**src/rtl/countdown_timer.sv**
```systemverilog
// countdown_timer
//   Loadable N-bit down-counter/timer. A loaded value is counted down once per
//   clock after start; a one-cycle done pulse marks expiry. With AUTO_RELOAD
//   set, expiry reloads the stored value and keeps running, giving a periodic
//   tick of period reload value.
//
// Parameters
//   N            counter width in bits
//   AUTO_RELOAD  1: reload from stored value on expiry and keep running
//
// Ports
//   clk         in   clock, all state updates on rising edge
//   reset       in   synchronous, active-high reset
//   load        in   load load_value into count and reload register (aborts a run)
//   load_value  in   N-bit value captured when load=1
//   start       in   begin counting (honoured only when idle)
//   pause       in   level: hold count while high
//   count       out  current count, registered
//   busy        out  high while running or held, registered
//   done        out  one-cycle registered pulse on expiry
module countdown_timer #(
  parameter int unsigned N           = 4,
  parameter bit          AUTO_RELOAD = 1'b0
) (
  input  logic         clk,
  input  logic         reset,
  input  logic         load,
  input  logic [N-1:0] load_value,
  input  logic         start,
  input  logic         pause,
  output logic [N-1:0] count,
  output logic         busy,
  output logic         done
);

  typedef enum logic [1:0] {
    StIdle = 2'd0,
    StRun  = 2'd1,
    StHold = 2'd2
  } state_e;

  localparam logic [N-1:0] CountOne = N'(1);

  state_e       state_q;
  logic [N-1:0] reload_q;

  // Priority per edge: reset > load > start > pause > decrement.
  always_ff @(posedge clk) begin
    if (reset) begin
      state_q  <= StIdle;
      count    <= '0;
      reload_q <= '0;
      busy     <= 1'b0;
      done     <= 1'b0;
    end else begin
      done <= 1'b0;
      if (load) begin
        // Load aborts any run silently.
        count    <= load_value;
        reload_q <= load_value;
        state_q  <= StIdle;
        busy     <= 1'b0;
      end else begin
        unique case (state_q)
          StIdle: begin
            if (start) begin
              if (count != '0) begin
                // Count is left untouched on the start edge.
                state_q <= pause ? StHold : StRun;
                busy    <= 1'b1;
              end else begin
                // Starting an already-expired timer expires immediately.
                done <= 1'b1;
              end
            end
          end
          StRun: begin
            if (pause) begin
              state_q <= StHold;
            end else if (count == CountOne) begin
              done <= 1'b1;
              if (AUTO_RELOAD) begin
                // Reload instead of showing zero, so the period is reload_q.
                count <= reload_q;
              end else begin
                count   <= '0;
                state_q <= StIdle;
                busy    <= 1'b0;
              end
            end else begin
              count <= count - CountOne;
            end
          end
          StHold: begin
            // Resume only changes state; decrement restarts on the next edge.
            if (!pause) begin
              state_q <= StRun;
            end
          end
          default: begin
            state_q <= StIdle;
            busy    <= 1'b0;
          end
        endcase
      end
    end
  end

endmodule

```
**config.mk**
```make
export PLATFORM = sky130hd
export DESIGN_NAME = countdown_timer
export DESIGN_NICKNAME = d
export VERILOG_FILES = /design/src/rtl/countdown_timer.sv
export SDC_FILE = /design/constraint.sdc
export NUM_CORES = 1
export LEC_CHECK = 0
export ABC_AREA = 1
export BUFFER_PORTS_ARGS = -buffer_cell sky130_fd_sc_hd__clkbuf_2
export CORE_MARGIN = 3
export CORE_UTILIZATION = 27
export DETAILED_ROUTE_END_ITERATION = 10
export SLEW_MARGIN = 15
export SYNTH_ARGS = -nofsm -noshare
export SYNTH_HDL_FRONTEND = slang
export SYNTH_SLANG_ARGS = --single-unit
```
**constraint.sdc**
```tcl
create_clock -name clk -period 1.25 [get_ports clk]
set_input_delay 0.1875 -clock clk [delete_from_list [all_inputs] [get_ports clk]]
set_output_delay 0.1875 -clock clk [all_outputs]
set_load 0.1 [all_outputs]
```
==> results of run 1 <==
-- per-layer routing --
metal	track usage (%)	part of all wire (%)	routed length, um
met4	4.036	1.0	13
met2	19.57	48	601
met5	0	0	0
met3	5.638	6.6	82
met1	13.85	44	552
-- layout by cell type, fill, tap and decap left out, types with 2 or more instances in the layout --
cell type and count:
inv_1 6, inv_4 2, nand2_2 2, clkbuf_2 8, nor2_1 13, a21oi_2 2, nand4_1 4, a21oi_1 3
o21ai_1 3, dfxtp_4 4, nand3_1 8, inv_2 2, buf_12 6, o21ai_0 2, dfxtp_1 3, nand3_2 2
nand2_1 10, clkbuf_4 3
-- sequential cells by signal, indices dropped and copies added, names as in the netlist --
name / count
count: 4
state_q: 2
done: 1
busy: 1
-- worst paths after layout --
path	slack (ns)	start	end	cells past startpoint
max	0.11	count[1]	count[3]	7
min reg2reg	0.49	busy	busy	2
max reg2reg	0.11	count[1]	count[3]	7
min	0.15	reset	count[0]	2
-- per-stage QoR --
stage	setup slack (ns)	utilization (%)	total power, W
floorplan	-0.007107	-	0.0004997
global placement	0.1261	42.01	0.0005959
detailed placement	0.1290	42.01	0.0005976
CTS	0.1014	43.47	0.0008354
global route	0.01911	43.47	0.0008747
finish	0.1140	43.47	0.0008206
-- cell type report --
| cell class | instances | area [um2] |
|---|---|---|
| flip-flops and latches | 8 | 176.4 |
| well taps | 25 | 31.28 |
| multi-input cells | 57 | 346.6 |
| repair buffers | 14 | 160.2 |
| inverters | 10 | 42.54 |
| clock buffers | 4 | 26.28 |
| fillers | 187 | 1018 |
-- kinds of logic (layout without fill, tap and decap cells) --
family	Yosys count	count (layout)	synth area share, %
DFF	8	8	29.98
buffers and inverters	11	28	7.962
adders and majority gates	2	2	4.683
xor gates and xnor gates	1	1	1.640
AOI/OAI and AO/OA	11	11	12.18
and+or+nand+nor	43	43	43.56
-- worst reg2reg max path, delay by kind of cell (launching register included) --
family	cells	cell delay, ns
flip-flops	1	0.37
AND/OR/NAND/NOR	4	0.33
adder cells (fa/ha/maj)	1	0.19
AO/OA/AOI/OAI	1	0.13
buffers and inverters	1	0.05
-- where the power goes --
part | switching [W] | total [W] | internal [W]
combinational | 0.000189 | 0.000298 | 0.000109
sequential | 0.0000234 | 0.000293 | 0.000269
clock | 0.000106 | 0.000229 | 0.000123
==> results.toml, run 1 <==
[sta]
setup-violations-final = 0
period_utilisation_layout_pct = 90.88
clock_skew_ns = 0.007405
report.final.slew_viol_count = 0
slew-limit-headroom_pct = 84.75
fin_hold_ws_ns = 0.1484
grt_setup_unrepaired = "no"
worstMarginPinSlew_ns = 0.2279
totalNegativeSetupSlack_ns = 0
hold_viol_final = 0
finalWorstPathRequiredPeriod_ns = 1.136
maxClockFrequency_mhz = 880.3

[pwr]
ir_worst_vdd_v = 0.0004367
leakagePower_nw = 0.3337
powerDensity_nw_per_um2 = 1048

[synthesis]
postSynthNetCount = 87
synth.lib_cells_used.distinct = 21
synth_top_cells_by_count = "nor2_1, nand2_1, dfxtp_1, inv_1, nand3_1"
synthCells = 76
synth_enable_flop_cells = 0
synth_top_flop_cell = "dfxtp_1"
synthesis.area_um2 = 534.3
ys_async_sr_fraction_pct = 0
yosysTopAreaCell = "dfxtp_1"
post_synthesis_sequential_area_ratio_pct = 29.98
synth.top_cells.by_area = "dfxtp_1, nor2_1, nand3_1"
yosysWarningCount = 0
yosysTopAreaCellShare_pct = 29.98
post-synth-top-count-cell = "nor2_1"
ys_seq_elements = 8
synth.avg_cell_area_um2 = 7.030

[critical_path]
timing.critical_path.required_ns = 1.45
timing.critical_path.to_type = "flip-flop"
critPathMostFrequentCell = "nor2_1"
critical_path_cell_list = "inv_4, ha_2, nand2_2, nand3_2, a21oi_2, nor2_1, nor2_1"
buffering_stage_count_on_the_worst_path_with_inverters_included = 1
critPathKind = "flip-flop to flip-flop"
cp_data_arrival_time_ns = 1.34
critPathMaxStageDelay_ns = 0.37
critical_path.slowest_cell = "dfxtp_4"
timing.critical_path.max_delay_family = "flip-flops"
critical_path_peak_fanout = 5
critical_path.startpoint_type = "flip-flop"

[final_layout]
final-instance-count-excl-fill = 118
area_grow_syn2layout_pct = 46.60
finalNetCount = 105
drive_above_1_share_pct = 40.86
cell_area_after_layout_um2 = 783.3
inserted_diodes = 0

[clock_tree]
clockBufferDepth = 2
cts_hold_repair.buffers = 0
clock_buffer_count_from_cts = 3
cts.root.buffer_cell = "clkbuf_4"
cts_resized = 0
path_clk_slew_ns = 0.06
h_tree_level_count = 1
cts.repair_timing.setup_buffer_count = 0
worstSkewPairLatency_ns = 0.27
cts_tree = "done"
clock_sinks = 8

[die]
dieArea_um2 = 2549
pin_count = 15
die_x_um = 50.49
floorplan.die.height_um = 50.49
fp.coreArea_um2 = 1802
floorplan.initialDensity_pct = 29.65
placementRows = 15

[global_routing]
grtUsageTotal_pct = 12.05
global_route_wire_length_before_repair_um = 2270
antenna_found_initial = 0
grt_pass1_vias = 522
grt_max_degree = 9
global_route.overflow_total = 0

[placed_design]
dpl_cell_area_um2 = 757.0
estimated_wirelength_of_the_detail_placed_design_um = 1009
gpl.final_weighted_congestion = 0.8454
io_buffer_count = 14
place_inst = 114

[route]
via_per_inst = 4.610
route.detailed.wl_per_inst_um = 10.58
number_of_routed_nets_with_antenna_violations = 0
detailedRoute.firstIterationViolations = 20
drt_first_pass_iters = 4
via_count = 544
post_detailed_route_drc_marker_count = 0
routed_wl_um = 1249

[job]
timing.max_cap.violations = 0

[min_path]
worst_hold_class = "input pin to flip-flop"

[status]
run_status = "finished, final reports clean"
(Power assumes the default switching activity.)
==> run 2, diff against run 1 <==
--- a/config.mk
+++ b/config.mk
@@ -8,8 +8,9 @@
 export ABC_AREA = 1
 export BUFFER_PORTS_ARGS = -buffer_cell sky130_fd_sc_hd__clkbuf_2
 export CORE_MARGIN = 3
-export CORE_UTILIZATION = 27
+export CORE_UTILIZATION = 30
 export DETAILED_ROUTE_END_ITERATION = 10
+export PLACE_DENSITY = 0.54
 export SLEW_MARGIN = 15
 export SYNTH_ARGS = -nofsm -noshare
 export SYNTH_HDL_FRONTEND = slang
==> run 2 against run 1 <==
Effect of this change: non-clock buffer count is 1 higher; worst hold slack improved by 0.012 ns; cell count unchanged; combinational power up 1%; die area shrank 8.8%; first-iteration DRC count shrank 60%; fmax rose by 2.1%; flip-flop and latch count stayed put; sequential share of layout area down 0.18 points; clock-buffer cell count is the same; utilization increased by 6.1 points; largest cell class unchanged; largest power group unchanged; highest routed layer unchanged.
==> results.toml, run 2 (synthesized netlist as in run 1, its figures left out) <==
[status]
run_status = "finished, final reports clean"

[pwr]
leakagePower_nw = 0.3385
power_share_of_the_combinational_group_pct = 36.7
powerDensity_nw_per_um2 = 1043
power.share.clock_pct = 27.7
ir_worst_vdd_v = 0.0006085
internal_power_w = 0.0005047
power_switching_w = 0.0003187
sequentialPowerShare_pct = 35.6
net_switching_share_of_the_total_power_pct = 38.70

[final_layout]
cell_area_after_layout_um2 = 789.5
area_grow_syn2layout_pct = 47.78
most-common-layout-cells = "nor2_1, nand2_1, nand3_1, clkbuf_2"
layout.cells.most_common = "nor2_1"
drive_above_1_share_pct = 41.49
top_register = "count"
final-instance-count-excl-fill = 118
largest_register_ffs = 4
finalNetCount = 106
biggestRegsByFlops = "count x4, state_q x2"
inserted_diodes = 0

[clock_tree]
worstSkewPairLatency_ns = 0.26
cts.root.buffer_cell = "clkbuf_4"
cts_resized = 0
clockBufferDepth = 2
path_clk_slew_ns = 0.07
cts_hold_repair.buffers = 0
h_tree_level_count = 1
cts_tree = "done"
clock_buffer_count_from_cts = 3
clock_sinks = 8
cts.repair_timing.setup_buffer_count = 0

[sta]
worstMarginPinSlew_ns = 0.2372
report.final.slew_viol_count = 0
fin_hold_ws_ns = 0.1607
grt_setup_unrepaired = "no"
period_utilisation_layout_pct = 88.99
totalNegativeSetupSlack_ns = 0
slew-limit-headroom_pct = 84.17
maxClockFrequency_mhz = 899.0
hold_viol_final = 0
setup-violations-final = 0
clock_skew_ns = 0.01004
finalWorstPathRequiredPeriod_ns = 1.112

[route]
detailedRoute.firstIterationViolations = 8
via_per_inst = 4.492
number_of_routed_nets_with_antenna_violations = 0
drt_first_pass_iters = 4
via_count = 530
route.detailed.wl_per_inst_um = 10.23
post_detailed_route_drc_marker_count = 0
routed_wl_um = 1207

[global_routing]
grt_pass1_vias = 507
grt_max_degree = 8
global_route.overflow_total = 0
grtUsageTotal_pct = 13.61
antenna_found_initial = 0
global_route_wire_length_before_repair_um = 2145

[die]
pin_count = 15
die_x_um = 48.20
dieArea_um2 = 2323
floorplan.initialDensity_pct = 33.52
fp.coreArea_um2 = 1594
placementRows = 14
floorplan.die.height_um = 48.20

[critical_path]
critical_path.startpoint_type = "flip-flop"
critical_path_peak_fanout = 5
rrSetupSlack_ns = 0.14
timing.critical_path.required_ns = 1.41
worst-r2r-cell-count = 7
timing.critical_path.to_type = "flip-flop"
cp_data_arrival_time_ns = 1.27
critPathKind = "flip-flop to flip-flop"

[placed_design]
estimated_wirelength_of_the_detail_placed_design_um = 959.7
dpl_cell_area_um2 = 763.2
gpl.final_weighted_congestion = 0.8449
place_inst = 114
io_buffer_count = 14

[job]
timing.max_cap.violations = 0

[min_path]
worst_hold_class = "input pin to flip-flop"
hold_path_depth = 2
==> run 2: final cells by class <==
cell class	instances	area, um2
flip-flops and latches	8	176.4
well taps	24	30.03
clock buffers	4	26.28
multi-input cells	57	346.6
inverters	10	42.54
fillers	144	804.5
repair buffers	15	167.7
==> run 2: critical path, stage by stage, from the launching register on <==
cell and delay [ns]:
dfxtp_4 0.36, inv_4 0.08, ha_2 0.20, nand2_2 0.08, nand3_2 0.11, nor2_1 0.04
nor2_1 0.10, nor2_1 0.04
==> run 2: power by group through the flow <==
| stage | Sequential (W) | Clock, W | Combinational (W) |
|---|---|---|---|
| 2_1_floorplan | 0.000382 | 0 | 0.000118 |
| 3_3_place_gp | 0.000299 | 0 | 0.000302 |
| 3_5_place_dp | 0.000299 | 0 | 0.000301 |
| 4_1_cts | 0.000294 | 0.000234 | 0.000302 |
| 5_1_grt | 0.000296 | 0.000251 | 0.000326 |
| 6_report | 0.000293 | 0.000228 | 0.000302 |
==> run 2: final timing paths <==
| path | startpoint | end |
|---|---|---|
| setup / recovery | count[1] | count[0] |
| hold / removal | reset | count[0] |
| setup reg to reg | count[1] | count[0] |
| hold reg to reg | busy | busy |
==> run 2: routing by layer <==
metal	global-route usage [%]	wire length (um)	up-vias
met3	3.690	56	4
met4	9.677	40	0
met2	16.41	470	10
met5	0	0	-
met1	19.96	639	231
li1	-	-	285
==> run 2: through the flow <==
stage                     setup slack [ns]  power (W)  utilization (%)
after floorplan                  -0.007107  0.0004997                -
after global placement              0.1305  0.0006014            47.88
after detailed placement            0.1407  0.0005997            47.88
after CTS                           0.1299  0.0008305            49.53
after global routing               0.01593  0.0008743            49.53
final                               0.1376  0.0008234            49.53
==> run 3, diff against run 2 <==
--- a/config.mk
+++ b/config.mk
@@ -7,6 +7,7 @@
 export LEC_CHECK = 0
 export ABC_AREA = 1
 export BUFFER_PORTS_ARGS = -buffer_cell sky130_fd_sc_hd__clkbuf_2
+export CAP_MARGIN = 20
 export CORE_MARGIN = 3
 export CORE_UTILIZATION = 30
 export DETAILED_ROUTE_END_ITERATION = 10
==> constraint.sdc (replaced) <==
create_clock -name clk -period 1.1 [get_ports clk]
set_input_delay 0.165 -clock clk [delete_from_list [all_inputs] [get_ports clk]]
set_output_delay 0.165 -clock clk [all_outputs]
set_load 0.1 [all_outputs]
==> run 3 against run 2 <==
Effect of this change: the run now ends with setup timing left; non-clock buffer count is 6 higher; cell area grew 10%; clock-buffer cell count shrank 1; sequential power rose by 12%; register-to-register slack worse by 0.11 ns; global-route usage increased by 0.095 points; critical path type is now flip-flop to primary output; wire length increased by 13%; combinational power grew 30%; sequential share of layout area decreased by 1.8 points; worst setup slack got worse by 0.14 ns; first-iteration DRC count is 63% higher; utilization grew 5.1 points; largest cell class unchanged.
==> results.toml, run 3 (synthesized netlist as in run 1, its figures left out) <==
[clock_tree]
cts_hold_repair.buffers = 0
clock_sinks = 8
cts.root.buffer_cell = "clkbuf_4"
worstSkewPairLatency_ns = 0.27
clockBufferDepth = 2
path_clk_slew_ns = 0.06
clock_buffer_count_from_cts = 3
h_tree_level_count = 1
cts_tree = "done"

[final_layout]
finalNetCount = 112
drive_above_1_share_pct = 50.51
biggestRegsByFlops = "count x4, state_q x2"
inserted_diodes = 0
layout.cells.most_common = "nor2_1"
area.sequential_um2 = 178.9
layout.filler_cells = 152
footprint_of_the_multi_input_gates_um2 = 377.9
finish.utilization_pct = 54.63
most-common-layout-cells = "nor2_1, nand2_1, clkbuf_2, nand3_1"
largest_register_ffs = 4
top_register = "count"
area_grow_syn2layout_pct = 63.00
final-instance-count-excl-fill = 123

[route]
via_count = 572
dr.max_layer_used = "met4"
drt_first_pass_iters = 4
routed-wl-met3_um = 85
routed-wl-met2_um = 634
number_of_routed_nets_with_antenna_violations = 0
detailedRoute.firstIterationViolations = 13
routed_wl_um = 1363
post_detailed_route_drc_marker_count = 0
met1_length_um = 628
route.detailed.wl_per_inst_um = 11.08
via_per_inst = 4.650

[pwr]
internal_power_w = 0.0005874
power_switching_w = 0.0003739
leakagePower_nw = 0.3816
net_switching_share_of_the_total_power_pct = 38.89
ir_worst_vdd_v = 0.0007189
powerDensity_nw_per_um2 = 1104
finalPower_w = 0.0009613
power_share_of_the_combinational_group_pct = 40.9
sequentialPowerShare_pct = 34.2
power.share.clock_pct = 24.9

[critical_path]
timing.critical_path.to_type = "primary output"
critPathKind = "flip-flop to primary output"
critical_path_cell_list = "buf_4, buf_12"
critical_path.slowest_cell = "dfxtp_4"
critical_path_peak_fanout = 3
critPathMaxStageDelay_ns = 0.36
critical_path.startpoint_type = "flip-flop"
timing.critical_path.max_delay_family = "flip-flops"
timing.critical_path.required_ns = 0.94
buffering_stage_count_on_the_worst_path_with_inverters_included = 2
cp_data_arrival_time_ns = 0.94

[sta]
report.final.slew_viol_count = 0
clock_skew_ns = 0.008875
worstMarginPinSlew_ns = 0.2243
maxClockFrequency_mhz = 907.1
setup-violations-final = 1
post-route-worst-setup-slack_ns = -0.002383
hold_viol_final = 0
finalWorstPathRequiredPeriod_ns = 1.102
grt_setup_unrepaired = "yes"
slew-limit-headroom_pct = 84.89
period_utilisation_layout_pct = 100.2
totalNegativeSetupSlack_ns = -0.002383

[global_routing]
grt_max_degree = 7
global_route.overflow_total = 0
grt_pass1_vias = 513
global_route_wire_length_before_repair_um = 2139
antenna_found_initial = 0
grtUsageTotal_pct = 13.71

[job]
timing.max_cap.violations = 0

[die]
die_x_um = 48.20
floorplan.initialDensity_pct = 33.52
fp.coreArea_um2 = 1594
pin_count = 15
floorplan.die.height_um = 48.20
dieArea_um2 = 2323
placementRows = 14

[placed_design]
post-place-ws_ns = -0.006296
gpl.final_weighted_congestion = 0.8642
place_inst = 120
estimated_wirelength_of_the_detail_placed_design_um = 1076
io_buffer_count = 14

[status]
run_status = "complete, but fails checks"
violations = "setup timing"

[min_path]
worst_hold_class = "input pin to flip-flop"
[run 3: final cells by class]
class / count / area share (%)
multi-input cells: 57 / 43.39
repair buffers: 21 / 24.86
flip-flops and latches: 8 / 20.55
inverters: 10 / 5.172
well taps: 24 / 3.448
clock buffers: 3 / 2.586
[run 3: per-stage QoR]
step                      hold slack (ns)  cell area, um2
after global placement             0.4048           808.3
after floorplan                    0.2277           570.5
after detailed placement           0.4067           808.3
after CTS                          0.1269           834.6
after global routing               0.1339           870.8
final                              0.1238           870.8
[run 3: power groups by stage]
| stage | logic (W) | registers [W] | clock network [W] |
|---|---|---|---|
| 6_report | 0.000393 | 0.000329 | 0.000239 |
| 2_1_floorplan | 0.000134 | 0.000434 | 0 |
| 3_3_place_gp | 0.000376 | 0.000330 | 0 |
| 4_1_cts | 0.000375 | 0.000327 | 0.000245 |
| 5_1_grt | 0.000421 | 0.000331 | 0.000262 |
| 3_5_place_dp | 0.000375 | 0.000330 | 0 |
[run 3: what timing repair did]
action	4_1_cts	5_1_grt
pin swaps	0	1
endpoints found under the setup margin	1	7
setup buffers	0	1
gates resized for setup	2	8
[run 3: final timing paths]
path	startpoint	end	slack, ns	depth (start not counted)
worst max register to register	count[1]	count[2]	0.03	7
worst min-delay path	reset	count[2]	0.12	2
worst max-delay path	count[2]	count[2]	-0.002	2
worst min register to register	busy	busy	0.49	2
[run 3: worst reg2reg max path: cells and delay by family (launching register included)]
| kind | cells | cell delay (ns) |
|---|---|---|
| buffers and inverters | 1 | 0.05 |
| adders and majority gates | 1 | 0.16 |
| xor gates and xnor gates | 1 | 0.14 |
| DFF | 1 | 0.36 |
| and+or+nand+nor | 4 | 0.29 |
[run 3: per-layer routing]
layer  vias up  global-route usage [%]
li1        299                       -
met1       255                   18.06
met2        15                   19.79
met3         3                   7.011
met4         0                   3.226
met5         -                       0
